===== src/rtl/dtree_vote_accum.sv =====
// Majority-vote smoother behind the decision-tree classifier: counts class votes over a
// window of legal predictions and hands the winning class downstream over valid/ready.
module dtree_vote_accum #(
    parameter int unsigned NUM_CLASSES = 3,
    parameter int unsigned WINDOW      = 8,
    localparam int unsigned CNT_W      = $clog2(WINDOW + 1)
) (
    input  logic             clk,
    input  logic             rst_n,
    input  logic             clear,
    input  logic             in_valid,
    output logic             in_ready,
    input  logic [1:0]       in_class,
    output logic             out_valid,
    input  logic             out_ready,
    output logic [1:0]       out_class,
    output logic [CNT_W-1:0] out_count,
    output logic             out_tie,
    output logic             err
);

    localparam logic [1:0] ACCUM  = 2'd0;
    localparam logic [1:0] DECIDE = 2'd1;
    localparam logic [1:0] HOLD   = 2'd2;

    localparam logic [CNT_W-1:0] WIN_CNT = CNT_W'(WINDOW);
    localparam logic [CNT_W-1:0] ONE     = CNT_W'(1);

    logic [1:0]       state_q, state_d;
    logic [CNT_W-1:0] votes_q [4];
    logic [CNT_W-1:0] votes_d [4];
    logic [CNT_W-1:0] sample_cnt_q, sample_cnt_d;
    logic [1:0]       out_class_q, out_class_d;
    logic [CNT_W-1:0] out_count_q, out_count_d;
    logic             out_tie_q, out_tie_d;
    logic             err_q, err_d;

    logic             window_full;
    logic             legal;
    logic [1:0]       best_class;
    logic [CNT_W-1:0] best_count;
    logic             best_tie;

    // A full window parks in ACCUM for one cycle with in_ready low before DECIDE.
    assign window_full = (sample_cnt_q == WIN_CNT);
    assign legal       = ({30'd0, in_class} < NUM_CLASSES);
    assign in_ready    = (state_q == ACCUM) && !window_full;
    assign out_valid   = (state_q == HOLD);
    assign out_class   = out_class_q;
    assign out_count   = out_count_q;
    assign out_tie     = out_tie_q;
    assign err         = err_q;

    // Strict '>' keeps the lowest index on ties; a later strictly larger count clears the tie.
    always_comb begin
        best_class = 2'd0;
        best_count = votes_q[0];
        best_tie   = 1'b0;
        for (int unsigned i = 1; i < NUM_CLASSES; i++) begin
            if (votes_q[2'(i)] > best_count) begin
                best_class = 2'(i);
                best_count = votes_q[2'(i)];
                best_tie   = 1'b0;
            end else if (votes_q[2'(i)] == best_count) begin
                best_tie = 1'b1;
            end
        end
    end

    always_comb begin
        state_d      = state_q;
        votes_d      = votes_q;
        sample_cnt_d = sample_cnt_q;
        out_class_d  = out_class_q;
        out_count_d  = out_count_q;
        out_tie_d    = out_tie_q;
        err_d        = err_q;
        if (clear) begin
            state_d      = ACCUM;
            for (int i = 0; i < 4; i++) votes_d[i] = '0;
            sample_cnt_d = '0;
            out_class_d  = 2'd0;
            out_count_d  = '0;
            out_tie_d    = 1'b0;
            err_d        = 1'b0;
        end else begin
            case (state_q)
                ACCUM: begin
                    if (window_full) begin
                        state_d = DECIDE;
                    end else if (in_valid) begin
                        if (legal) begin
                            votes_d[in_class] = votes_q[in_class] + ONE;
                            sample_cnt_d      = sample_cnt_q + ONE;
                        end else begin
                            err_d = 1'b1;
                        end
                    end
                end
                DECIDE: begin
                    out_class_d = best_class;
                    out_count_d = best_count;
                    out_tie_d   = best_tie;
                    state_d     = HOLD;
                end
                HOLD: begin
                    if (out_ready) begin
                        for (int i = 0; i < 4; i++) votes_d[i] = '0;
                        sample_cnt_d = '0;
                        state_d      = ACCUM;
                    end
                end
                default: state_d = ACCUM;
            endcase
        end
    end

    always_ff @(posedge clk or negedge rst_n) begin
        if (!rst_n) begin
            state_q      <= ACCUM;
            for (int i = 0; i < 4; i++) votes_q[i] <= '0;
            sample_cnt_q <= '0;
            out_class_q  <= 2'd0;
            out_count_q  <= '0;
            out_tie_q    <= 1'b0;
            err_q        <= 1'b0;
        end else begin
            state_q      <= state_d;
            votes_q      <= votes_d;
            sample_cnt_q <= sample_cnt_d;
            out_class_q  <= out_class_d;
            out_count_q  <= out_count_d;
            out_tie_q    <= out_tie_d;
            err_q        <= err_d;
        end
    end

endmodule


===== config.mk =====
export PLATFORM = sky130hd
export DESIGN_NAME = dtree_vote_accum
export DESIGN_NICKNAME = d
export VERILOG_FILES = /design/src/rtl/dtree_vote_accum.sv
export SDC_FILE = /design/constraint.sdc
export NUM_CORES = 1
export LEC_CHECK = 0
export CAP_MARGIN = 20
export CORE_MARGIN = 5
export CORE_UTILIZATION = 38
export DETAILED_ROUTE_END_ITERATION = 12
export PLACE_DENSITY = 0.66
export SYNTH_ARGS = -nofsm -noshare
export SYNTH_HDL_FRONTEND = slang
export SYNTH_SLANG_ARGS = --single-unit
export TNS_END_PERCENT = 10

===== constraint.sdc =====
create_clock -name clk -period 3.03 [get_ports clk]
set_input_delay 0.606 -clock clk [delete_from_list [all_inputs] [get_ports clk]]
set_output_delay 0.606 -clock clk [all_outputs]
set_load 0.02 [all_outputs]

# Word-level counts from Yosys, hierarchy flattened
# Index checks and enable logic that the tools add are counted.
[word_totals]
n_memories = 0
rom_bits = 0
ram_bits = 0
elab_cells = 82
in_bits = 7
latch_bits = 0
out_inout_bits = 10
regBits = 30
[classes]
shifts = 0
div = 0
mul = 0
eq_ne = 12
n_bitwise = 1
magnitude_cmp = 5
muxes = 41
addsub = 2
n_reduce_logical = 11
[ops]
columns = ["operator", "n"]
rows = [
  ["two-way mux 16 bit", 5],
  ["two-way mux 4 bit", 12],
  ["case mux 16 bit (2 select lines)", 1],
  ["bitwise mux 16 bit", 1],
  ["two-way mux 1 bit", 12],
  ["two-way mux 2 bit", 6],
  ["!= test 3 bit (second input constant)", 4],
  ["adder 4 x 1 -> 4 bit (second input constant)", 2],
  ["binary-select mux 4 bit (select 2 bit)", 1],
  ["demux 4 bit (select 2 bit)", 1],
  ["== test 4 bit", 2],
  ["> comparator 4 bit", 2],
  ["case mux 4 bit (2 select lines)", 1],
  ["case mux 2 bit (3 select lines)", 1],
  ["nonzero test 2 bit", 3],
  ["AND reduction 5 bit", 1],
  ["== test 4 bit (second input constant)", 1],
  ["!= test 2 bit (second input constant)", 2],
  ["AND reduction 4 bit", 1],
  [">= comparator 3 bit (second input constant)", 1],
  ["less-than comparator 3 x 1 -> 1 bit (second input constant)", 1],
  ["!= test 3 x 2 -> 1 bit (second input constant)", 1],
  ["NOT 2 -> 3 bit", 1],
  ["nonzero test 3 bit", 1],
  ["other kinds (7)", 8],
]

# Depth between registers and ports, before layout
[logic_depth]
word_depth = 11
ltp_mapped = 13
ltp_nobuf = 13

# Worst setup path before layout
# No wires, ideal clock.
[synth_path]
path_kind = "flip-flop to flip-flop"
startpoint = "register votes_q[9] (netlist name)"
endpoint = "register out_count_q[0] (netlist: out_count[0])"
setup_slack_ns = 0.512
path_buffers = 0
required_ns = 2.891
arrival_ns = 2.378
path_stages_with_launch = 12
setup_ns = 0.139
period_less_slack_ns = 2.518
path_cell_list = "dfrtp_1 -> ha_1 -> nor2b_1 -> o211ai_1 -> a21oi_2 -> mux2i_1 -> inv_1 -> ha_1 -> nand4_1 -> a21boi_1 -> nand2b_1 -> o221ai_1"
[synth_between]
elab_chain_cells = 6
[synth_lines]
columns = ["item", "line_no", "text"]
rows = [
  ["start, declared", "30", "logic [CNT_W-1:0] votes_q [4];"],
  ["start signal, assigned", "129", "votes_q <= votes_d;"],
  ["> comparator 4 bit", "60", "if (votes_q[2'(i)] > best_count) begin"],
  ["two-way mux 4 bit (*)", "60", ""],
  ["> comparator 4 bit", "60", ""],
  ["two-way mux 4 bit (*)", "60", ""],
  ["two-way mux 4 bit (*)", "87", "case (state_q)"],
  ["two-way mux 4 bit (*)", "78", "if (clear) begin"],
  ["end signal, assigned", "132", "out_count_q <= out_count_d;"],
  ["end, declared", "34", "logic [CNT_W-1:0] out_count_q, out_count_d;"],
]
# Every way passes the cells marked *; elsewhere a longest branch is shown, timed or not. The select of a mux whose other input is x is not followed.
# A chain may end at the register's enable or synchronous reset.

# Worst setup path in the final report
[layout_path]
startpoint = "register votes_q[9] (netlist name)"
endpoint = "register out_count_q[3] (netlist: out_count[3])"
# Same word-level chain as after synthesis.

==> metrics.csv <==
metric;value;unit
Worst-Skew Late Latency;0.28;ns
Layout Skew;0.00377;ns
Global Route Usage Sum;0.139;
critical-path cell list;ha_1, nor2b_1, o211ai_1, a21oi_2, buf_4, mux2i_1, inv_1, ha_1, nand4_1, a21boi_2, nand2b_4, o221ai_1;
reg-to-reg endpoint;out_count[3]$_DFFE_PN0P_;
worst reg2reg path depth;12;
clk buf depth;2;
Residual DRC;0;
Die Y;75.3;um
flops & latches, synth;29;
Async SR Flop Fraction;1.00;
CP delay by family, top;compound AO/OA/AOI/OAI gates;
CTS tree;built;
top post-synthesis cells by area;dfrtp_1 (45%), ha_1 (8.5%), nand2_1 (5.3%);
nets;204;
Synth warnings;0;
CP Data Required Time;3.18;ns
Vias;1284;
area leader, netlist;dfrtp_1;
placed cells;226;
Hold WS;0.487;ns
largest net degree at the start of global routing;30;
sequential cell area fraction in the yosys report;0.448;
top cells by count, synth;dfrtp_1 (29), nand2_1 (23), inv_1 (12);
CP Buf/Inv Count;2;
die width;75.3;um
first-pass GRT wire length;5820;um
cell repeated most along the worst path;ha_1;
RSZ-0062 raised after global routing;false;
max_slew headroom;0.657;
Final Critical Period;2.76;ns
initial antenna violation count;0;
Area Overhead vs Synth;20.6;%
hpwl dp;2620;um
fin crit share;0.913;
status;complete, no violations;
clock-pin slew of the registers on the worst-case setup and hold paths;0.06;ns
vias in the first global route;1277;
Worst Tran Pin Value;0.515;ns
I/O pin count;17;
CP Capture Type;flip-flop;
CP Class;flip-flop to flip-flop;
Filler cells;355;
iteration-0 DRC count of the detailed router;78;
final WL;3500;um
setup violators final;0;
Synth Cell Area;1620;um2
Pre-antenna DRT Iters;4;
CTS root buffer;clkbuf_8;
Hold Path Class;flip-flop to flip-flop;
GR Overflow Total;0;
CP max-delay cell;dfrtp_1;
WL/cell;14.8;um
share of the synthesized area in the top cell type;0.448;
Crit path arrival time;2.91;ns
Primary FF master, synth;dfrtp_1;
CTS buffer count;5;
fmax;362;MHz
GP Congestion;0.856;
Hold Fails Final Rpt;0;
top-count cell post-synth;dfrtp_1;
critical path's largest stage delay;0.44;ns
total power;0.797;mW
Final TNS setup;0;ns
Max Slew Vio Count;0;
flop-to-flop setup slack;0.27;ns
crit path from;votes_q[9]$_DFFE_PN0P_;
Mapped Nets;180;
maximum net fanout on the critical path;6;
RR Startpoint;votes_q[9]$_DFFE_PN0P_;
P_leak;0.828;nW
Antenna diodes;0;
Worst VDD drop;240;uV
non-filler instance count after layout;236;
layout cells sized above 1;0.113;
PD cells;408;nW/um2
die area;5670;um2
# port buffers;16;
core area;4060;um2
crit path to;out_count[3]$_DFFE_PN0P_;
Site Rows;23;
Synth cell types;36;
number of synthesized flops with an enable pin;0;
H-tree levels;2;
Routed Antenna Nets;0;
pre-CTS setup slack;0.0789;ns
# clock sinks;29;
cells after synthesis;162;
WP depth;12;
WHS Path Cells;2;
startpoint types;flip-flop;
mean number of vias per cell;5.44;
setup ws final;0.265;ns
average size of a mapped cell;9.99;um2
initial core utilization;0.399;
MaxCap Viol Count;0;
-- through the flow --
step / area [um2] / utilization
finish: 1950 / 0.481
global route: 1950 / 0.481
CTS: 1910 / 0.471
detailed placement: 1820 / 0.450
global placement: 1820 / 0.450
floorplan: 1620 / -
-- flip-flops by register name (all words and copies together), names as in the netlist --
name	count
votes_q	15
out_count	4
sample_cnt_q	4
out_class	2
state_q	2
err	1
out_tie	1
-- layout by cell type (no fill, tap or decap), types with 2 or more instances in the layout --
master and n:
o21ai_0 8, nor3_1 2, mux2i_1 2, o221ai_1 2
o211ai_1 4, inv_1 12, o21ai_1 3, mux2i_2 2
clkbuf_8 6, nor3b_1 2, clkdlybuf4s50_1 16, a31oi_1 2
buf_4 5, nand3_1 4, mux4_2 3, xnor2_1 5
a32o_1 3, nand2_1 23, dfrtp_1 29, and2_1 5
ha_1 11, nor2b_1 6, nor2_1 9, a21oi_1 7
-- layer usage --
metal  wire (um)  part of all wire  vias to the layer above  global-route usage
met3         218             0.062                        8              0.0360
met4          88             0.025                        0              0.0796
li1            -                 -                      616                   -
met2        1610              0.46                       45               0.221
met5           0                 0                        -                   0
met1        1580              0.45                      615               0.170
-- area by class of cell --
cell class / count / area [um2] / area share
clock buffers: 7 / 86.3 / 0.0442
multi-input cells: 117 / 835 / 0.428
flip-flops and latches: 29 / 726 / 0.372
inverters: 12 / 45.0 / 0.0231
repair buffers: 21 / 198 / 0.101
well taps: 50 / 62.6 / 0.0321
-- worst reg2reg max path: cells and delay by family (launching register included) --
kind / cells / cell delay (ns)
multiplexers: 1 / 0.26
adder cells (fa/ha/maj): 2 / 0.60
AO/OA/AOI/OAI: 4 / 0.67
AND/OR/NAND/NOR: 3 / 0.44
flip-flops: 1 / 0.44
buffers and inverters: 2 / 0.23
-- how the worst min path moves through the flow --
stage	from	end	slack, ns
after CTS	votes_q[0]$_DFFE_PN0P_	votes_q[0]$_DFFE_PN0P_	0.49
after global routing	out_class[1]$_DFFE_PN0P_	out_class[1]$_DFFE_PN0P_	0.51
after detailed placement	votes_q[0]$_DFFE_PN0P_	votes_q[0]$_DFFE_PN0P_	0.47
after floorplan	rst_n	err$_DFFE_PN0P_	0.31
final	out_class[1]$_DFFE_PN0P_	out_class[1]$_DFFE_PN0P_	0.49
after global placement	out_class[1]$_DFFE_PN0P_	out_class[1]$_DFFE_PN0P_	0.47
-- cells by family after synthesis --
kind of cell	synth area share
compound gates	0.137
fa+ha+maj	0.0850
xor+xnor	0.0325
simple gates	0.176
buf+inv	0.0479
flops	0.448
mux	0.0734
-- power by group --
part	internal, mW	switching (mW)	total, mW
Sequential	0.392	0.00567	0.398
Combinational	0.0362	0.0445	0.0807
Clock	0.180	0.139	0.318
Total	0.608	0.189	0.797
-- what timing repair did --
| action | in CTS | in global routing |
|---|---|---|
| setup buffers | 0 | 3 |
| hold buffers | 0 | 0 |
| resized for setup | 0 | 6 |
| endpoints found under the setup margin | 0 | 6 |
(Power assumes the default switching activity.)
